--- config.mk ---
export PLATFORM = sky130hd
export DESIGN_NAME = stream_mux_flat
export DESIGN_NICKNAME = d
export VERILOG_FILES = /design/src/rtl/stream_mux_if.sv /design/src/rtl/stream_mux.sv /design/src/flat_wrapper.sv
export SDC_FILE = /design/constraint.sdc
export NUM_CORES = 1
export LEC_CHECK = 0
export ABC_AREA = 1
export BUFFER_PORTS_ARGS = -buffer_cell sky130_fd_sc_hd__buf_2
export CAP_MARGIN = 0
export CORE_MARGIN = 2
export CORE_UTILIZATION = 45
export CTS_BUF_LIST = sky130_fd_sc_hd__clkbuf_4
export CTS_CLUSTER_DIAMETER = 120
export DETAILED_ROUTE_END_ITERATION = 7
export PLACE_DENSITY = 0.89
export SYNTH_ARGS = -nofsm -noshare
export SYNTH_HDL_FRONTEND = slang
export SYNTH_SLANG_ARGS = --single-unit
--- constraint.sdc ---
create_clock -name clk -period 4.3 [get_ports clk]
set_input_delay 1.29 -clock clk [delete_from_list [all_inputs] [get_ports clk]]
set_output_delay 1.29 -clock clk [all_outputs]
set_load 0.02 [all_outputs]
--- src/rtl/stream_mux_if.sv ---
`default_nettype none
//==============================================================================
// Module      : stream_mux_if
// Description : Handshake bundle for stream_mux. Carries the per-channel
//               input streams, the select/mode controls and the single
//               registered output stream.
//               master = upstream/downstream environment, slave = the mux.
// Revision    : 1.0 - initial release
//==============================================================================
interface stream_mux_if #(
    parameter int WIDTH    = 32,
    parameter int CHANNELS = 4,
    parameter int SEL_W    = 2
);
    logic [CHANNELS*WIDTH-1:0] in_data;
    logic [CHANNELS-1:0]       in_valid;
    logic [CHANNELS-1:0]       in_ready;
    logic [SEL_W-1:0]          sel;
    logic                      mode;
    logic [WIDTH-1:0]          out_data;
    logic [SEL_W-1:0]          out_chan;
    logic                      out_valid;
    logic                      out_ready;

    modport master (
        output in_data, in_valid, sel, mode, out_ready,
        input  in_ready, out_data, out_chan, out_valid
    );

    modport slave (
        input  in_data, in_valid, sel, mode, out_ready,
        output in_ready, out_data, out_chan, out_valid
    );
endinterface
`default_nettype wire

--- src/rtl/stream_mux.sv ---
`default_nettype none
//==============================================================================
// Module      : stream_mux
// Description : N-channel valid/ready stream multiplexer with a single
//               registered output slot. Channel chosen by explicit select,
//               or by round-robin when built with STREAM_MUX_RR_EN.
//               Config macro: STREAM_MUX_RR_EN (undefined -> mode ignored,
//               explicit select only, no round-robin pointer).
// Revision    : 1.0 - initial release
//==============================================================================
module stream_mux #(
    parameter int WIDTH    = 32,
    parameter int CHANNELS = 4,
    parameter int SEL_W    = 2
) (
    input  logic        clk,
    input  logic        rst_n,
    stream_mux_if.slave bus
);

    localparam logic [SEL_W:0]   c_chans = (SEL_W+1)'(CHANNELS);

    logic [WIDTH-1:0]    r_out_data;
    logic [SEL_W-1:0]    r_out_chan;
    logic                r_out_valid;

    logic                w_can_load;
    logic [SEL_W-1:0]    w_cand;
    logic                w_cand_ok;
    logic [CHANNELS-1:0] w_ready;
    logic [WIDTH-1:0]    w_data;
    logic                w_xfer;

    // Slot accepts a new word when empty or when its word leaves this cycle
    assign w_can_load = !r_out_valid || bus.out_ready;

`ifdef STREAM_MUX_RR_EN
    localparam logic [SEL_W-1:0] c_last  = SEL_W'(CHANNELS - 1);

    logic [SEL_W-1:0]    r_rr_ptr;
    logic [CHANNELS-1:0] w_rot;
    logic [SEL_W-1:0]    w_off;
    logic                w_rr_found;
    logic [SEL_W:0]      w_sum;
    logic [SEL_W-1:0]    w_rr_cand;
    logic [SEL_W-1:0]    w_rr_next;

    // Rotate valids so bit 0 is the channel at rr_ptr; the doubled copy gives the wrap
    assign w_rot = CHANNELS'({bus.in_valid, bus.in_valid} >> r_rr_ptr);

    // Lowest set bit of the rotated vector is the first requester at/after rr_ptr
    always_comb begin
        w_off      = '0;
        w_rr_found = 1'b0;
        for (int k = CHANNELS - 1; k >= 0; k--) begin
            if (w_rot[k]) begin
                w_off      = SEL_W'(k);
                w_rr_found = 1'b1;
            end
        end
    end

    assign w_sum     = {1'b0, r_rr_ptr} + {1'b0, w_off};
    assign w_rr_cand = (w_sum >= c_chans) ? SEL_W'(w_sum - c_chans) : w_sum[SEL_W-1:0];
    assign w_rr_next = (w_cand == c_last) ? '0 : w_cand + 1'b1;

    // Pointer moves past the granted channel only on a round-robin transfer
    always_ff @(posedge clk) begin
        if (!rst_n) begin
            r_rr_ptr <= '0;
        end else if (w_xfer && bus.mode) begin
            r_rr_ptr <= w_rr_next;
        end
    end
`else
    logic w_unused_mode;
    assign w_unused_mode = bus.mode;
`endif

    // Pick the candidate channel; out-of-range select yields no candidate
    always_comb begin
        w_cand    = bus.sel;
        w_cand_ok = ({1'b0, bus.sel} < c_chans);
`ifdef STREAM_MUX_RR_EN
        if (bus.mode) begin
            w_cand    = w_rr_cand;
            w_cand_ok = w_rr_found;
        end
`endif
    end

    // One-hot ready for the candidate and its data, gated off during reset
    always_comb begin
        w_ready = '0;
        w_data  = '0;
        for (int c = 0; c < CHANNELS; c++) begin
            if (w_cand == SEL_W'(c)) begin
                w_data     = bus.in_data[c*WIDTH +: WIDTH];
                w_ready[c] = rst_n && w_cand_ok && w_can_load;
            end
        end
    end

    assign w_xfer       = |(w_ready & bus.in_valid);
    assign bus.in_ready = w_ready;

    // Output slot: load on transfer, empty on drain without refill, hold on stall
    always_ff @(posedge clk) begin
        if (!rst_n) begin
            r_out_valid <= 1'b0;
            r_out_data  <= '0;
            r_out_chan  <= '0;
        end else if (w_xfer) begin
            r_out_valid <= 1'b1;
            r_out_data  <= w_data;
            r_out_chan  <= w_cand;
        end else if (bus.out_ready) begin
            r_out_valid <= 1'b0;
        end
    end

    assign bus.out_data  = r_out_data;
    assign bus.out_chan  = r_out_chan;
    assign bus.out_valid = r_out_valid;

endmodule
`default_nettype wire

--- src/flat_wrapper.sv ---
// flat-port wrapper written by rule: the top's interface ports become plain ports
module stream_mux_flat 
#(
    parameter int WIDTH    = 32,
    parameter int CHANNELS = 4,
    parameter int SEL_W    = 2
)
  (clk, rst_n, bus_in_data, bus_in_valid, bus_sel, bus_mode, bus_out_ready, bus_in_ready, bus_out_data, bus_out_chan, bus_out_valid);
  stream_mux_if #(.WIDTH(WIDTH), .CHANNELS(CHANNELS), .SEL_W(SEL_W)) bus_i ();
  input  logic clk;
  input  logic rst_n;
  input wire logic [$bits(bus_i.in_data)-1:0] bus_in_data;
  input wire logic [$bits(bus_i.in_valid)-1:0] bus_in_valid;
  input wire logic [$bits(bus_i.sel)-1:0] bus_sel;
  input wire logic [$bits(bus_i.mode)-1:0] bus_mode;
  input wire logic [$bits(bus_i.out_ready)-1:0] bus_out_ready;
  output wire logic [$bits(bus_i.in_ready)-1:0] bus_in_ready;
  output wire logic [$bits(bus_i.out_data)-1:0] bus_out_data;
  output wire logic [$bits(bus_i.out_chan)-1:0] bus_out_chan;
  output wire logic [$bits(bus_i.out_valid)-1:0] bus_out_valid;
  assign bus_i.in_data = bus_in_data;
  assign bus_i.in_valid = bus_in_valid;
  assign bus_i.sel = bus_sel;
  assign bus_i.mode = bus_mode;
  assign bus_i.out_ready = bus_out_ready;
  assign bus_in_ready = bus_i.in_ready;
  assign bus_out_data = bus_i.out_data;
  assign bus_out_chan = bus_i.out_chan;
  assign bus_out_valid = bus_i.out_valid;
  stream_mux #(.WIDTH(WIDTH), .CHANNELS(CHANNELS), .SEL_W(SEL_W)) u_core (.clk(clk), .rst_n(rst_n), .bus(bus_i));
endmodule
# Word-level counts from Yosys, hierarchy flattened

Cells that the tools add are included.

Input bits: 138
Register bits: 35

Reductions and logical operators: 6
Equal/unequal tests: 3
Bitwise gates (word level): 1
Multiplexer cells: 10

Operators with widths:

| kind                                                             | count |
|---|---|
| 32-bit 2-to-1 mux                                                | 4 |
| 1-bit 2-to-1 mux                                                 | 6 |
| 4-bit AND                                                        | 1 |
| 2-bit == test (second input constant)                            | 2 |
| 4-bit OR reduction                                               | 1 |
| 2-bit by 1-bit == test with 1-bit output (second input constant) | 1 |
| 2-bit logical NOT                                                | 1 |
| 2-bit nonzero test                                               | 1 |
| 1-bit logical AND                                                | 1 |
| 1-bit logical NOT                                                | 1 |
| 1-bit logical OR                                                 | 1 |

# Depth between registers and ports, before layout

Depth in word-level cells: 7
Mapped depth: 10

# Worst setup path before layout

OpenSTA, ideal clock, no wires.

Path kind: input -> output
From: input port rst_n
To: output port bus_in_ready[0]
Data required time: 3010 ps
Slack: 873 ps
Stages on the path: 5
Data arrival time: 2137 ps
Path buffers: 1
Cell sequence: buf_4 -> inv_2 -> a21oi_2 -> inv_1 -> nor3_1

Longest elaborated chain between the ends: 2

RTL lines:

| item              | line               | text |
|---|---|---|
| from (decl)       | flat_wrapper.sv:11 | `input logic rst_n;` |
| 1-bit logical AND | stream_mux.sv:99   | `w_ready[c] = rst_n && w_cand_ok && w_can_load;` |
| 1-bit 2-to-1 mux  | stream_mux.sv:97   | `if (w_cand == SEL_W'(c)) begin` |
| to (decl)         | flat_wrapper.sv:17 | `output wire logic [$bits(bus_i.in_ready)-1:0] bus_in_ready;` |

No other way between the ends.

# Worst setup path in the final report

From: input port bus_out_ready
To: output port bus_in_ready[1]

Longest elaborated chain between the ends: 3

RTL lines:

| item              | line               | text |
|---|---|---|
| from (decl)       | flat_wrapper.sv:16 | `input wire logic [$bits(bus_i.out_ready)-1:0] bus_out_ready;` |
| 1-bit logical OR  | stream_mux.sv:35   | `assign w_can_load = !r_out_valid \|\| bus.out_ready;` |
| 1-bit logical AND | stream_mux.sv:99   |  |
| 1-bit 2-to-1 mux  | stream_mux.sv:97   |  |

No other way between the ends.

==> impl_metrics.tcl <==
set metrics [dict create \
    p_comb_share_pct 35.7 \
    area_delta_synth_final_pct 38.0 \
    n_antenna_cell 0 \
    grt-ovfl-total 0 \
    synth-seq-cells 35 \
    worstSetupStartpointType "primary input" \
    cts-hold-fix-buffers 0 \
    hpwl_mm 5.15 \
    worstSetupStartpoint "bus_out_ready" \
    synth.top_cells.by_count "186 x nand2_1, 69 x nor2_1, 35 x dfxtp_1, 33 x inv_1, 30 x nand4_1" \
    r2r_end "u_core.bus.out_data[20]" \
    slew_violations 0 \
    start_util_pct 46.0 \
    slowest_delay_ns 0.22 \
    sw_frac_of_total_pct 35.7 \
    yosysWarnings 0 \
    p_seq_share_pct 44.8 \
    synth_nets 547 \
    setup_violations 0 \
    yosysUniqueCellTypes 21 \
    grt_pass1_wl_mm 10.5 \
    rr_startpoint "u_core.bus.out_valid" \
    postRouteAntennaNets 0 \
    cts-htree-levels 2 \
    vias 3038 \
    dr.pass1.iters 4 \
    syn_avg_cell_area_um2 5.67 \
    core.rowCount 26 \
    cts_post_setup_buffers_inserted 0 \
    clk_pin_slew_ns 0.10 \
    yosys.cell_count.top_type "nand2_1" \
    io_pins 177 \
    hold_path.class "reg -> reg" \
    design.die.area_um2 5740 \
    rrSetupSlack_ns 2.45 \
    critPathKind "in -> out" \
    numClockSinks 35 \
    cts_tree "done" \
    crit_path_end_kind "primary output" \
    path_max_fanout 4 \
    cts_resized 0 \
    dr.first_iter.drc_count 146 \
    powerDensity_nw_per_um2 258 \
    worstRegToRegCells 7 \
    numPortBuffers 175 \
    synth_area_leader_cell "dfxtp_1" \
    place_congestion 0.814 \
    track_usage_pct 23.5 \
    crit_end "bus_in_ready[1]" \
    clock_path_buffers 2 \
    net-switching-power_uw 295 \
    synthCells 409 \
    fin_util_pct 63.5 \
    die_x_um 75.8 \
    coreArea_um2 5040 \
    maxCapViolations 0 \
    placed_cells 633 \
    fin_skew_ns 0.00405 \
    tns_ns 0 \
    synth_top_cell_area_share_pct 30.2 \
    wire_per_inst_um 11.0 \
    die_h_um 75.8 \
    async_flop_share_pct 0 \
    drc 0 \
    finalHoldViolCount 0 \
    finalNonFillerCells 640 \
    grt_pass1_vias 2562 \
    required_ns 3.01 \
    worstMarginPinSlew_ns 0.777 \
    cts_buffers 5 \
    p_leak_nw 1.88 \
    final_layout_size_suffix_gt1_share_pct 34.6 \
    ir_drop_mv 0.163 \
    netlist_area_um2 2320 \
    slew_headroom_pct 48.1 \
    p_int_uw 532 \
    post-route-period-util_pct 78.5 \
    run_status "complete, no violations" \
    worstPathArrival_ns 2.09 \
    fin_nets 708 \
    slowest_stage "buf_2" \
    vias_per_cell 4.75 \
    yosysSeqAreaShare_pct 30.2 \
    clk_latency_ns 0.33 \
    cts_root_buffer "clkbuf_4" \
    antenna_found_initial 0 \
    maxClockFrequency_ghz 0.296 \
    clock_power_share_pct 19.5 \
    grt_max_degree 63 \
    wirelength_mm 7.02 \
    rsz0062_at_grt "no" \
    layout_min_cycle_time_ns 3.38 \
    synth_edf_count 0 \
    worstPathCellList "buf_2 > inv_1 > a21oi_2 > inv_1 > nor3_1 > buf_2" \
    synth_area_leaders "dfxtp_1 30%, nand2_1 30%, nor2_1 11%, nand4_1 8.1%, inv_1 5.3%" \
    synth-main-ff-cell "dfxtp_1" \
]
-- layer usage --
metal	track usage, %	vias to the layer above	wire [um]
met1	26.7	1330	2990
met3	5.42	11	463
met4	9.55	0	92
met2	42.0	126	3480
li1	-	1571	-
met5	0	-	0
-- flip-flops by register name, indices dropped and copies added, names as in the netlist --
register and cells:
u_core.bus.out_chan 2, u_core.bus.out_data 32, u_core.bus.out_valid 1
-- worst max-delay path: cells and delay by family --
kind | cells | cell delay (ns)
and+or+nand+nor | 1 | 0.19
buffers and inverters | 4 | 0.45
AOI/OAI and AO/OA | 1 | 0.15
-- layout by cell type (no fill, tap or decap), drive strengths merged --
master | netlist | layout
nor2 | 73 | 73
clkbuf | 6 | 5
dfxtp | 35 | 35
a21oi | 2 | 2
o21ai | 9 | 9
nor3 | 3 | 3
nand2 | 189 | 189
nand4 | 31 | 31
clkinv | 0 | 2
buf | 18 | 178
nand3 | 6 | 6
inv | 37 | 37
-- logic make-up after synthesis --
group                  after synthesis  synth area share, %
and+or+nand+nor                    302                 54.8
DFF                                 35                 30.2
AOI/OAI and AO/OA                   11                 2.54
buffers and inverters               61                 12.5
-- worst min-delay path by stage --
| stage | from | to | slack (ns) | cells past startpoint |
|---|---|---|---|---|
| after floorplan | u_core.bus.out_chan[1] | u_core.bus.out_chan[1] | 0.55 | 2 |
| after global placement | u_core.bus.out_chan[1] | u_core.bus.out_chan[1] | 0.46 | 2 |
| after detailed placement | u_core.bus.out_data[16] | u_core.bus.out_data[16] | 0.47 | 2 |
| after CTS | u_core.bus.out_data[16] | u_core.bus.out_data[16] | 0.49 | 2 |
| after global routing | u_core.bus.out_data[28] | u_core.bus.out_data[28] | 0.52 | 2 |
| final | u_core.bus.out_data[16] | u_core.bus.out_data[16] | 0.49 | 2 |
-- cell type report --
type                       instances  area (um2)
timing repair buffer             178         898
clock inverter                     2        8.76
sequential                        35         701
inverter                          37         139
fill                             465        1840
multi-input combinational        313        1330
tap                               70        87.6
clock buffer                       5        37.5
-- power groups by stage --
stage,Combinational [mW],Clock (mW),Sequential (mW)
2_1_floorplan,0.147,0,0.416
3_3_place_gp,0.288,0,0.376
3_5_place_dp,0.295,0,0.378
4_1_cts,0.296,0.170,0.370
5_1_grt,0.332,0.183,0.374
6_report,0.295,0.161,0.370
-- metrics by stage --
step / hold slack (ns) / worst slack (ns) / power, mW / cell area (um2)
6_report: 0.492 / 0.924 / 0.826 / 3200
4_1_cts: 0.491 / 0.925 / 0.837 / 3200
5_1_grt: 0.523 / 0.857 / 0.889 / 3200
3_3_place_gp: 0.458 / 0.996 / 0.664 / 3150
3_5_place_dp: 0.474 / 0.922 / 0.672 / 3150
2_1_floorplan: 0.555 / 0.873 / 0.563 / 2320
Note: power is estimated with default switching activity, not from simulation.
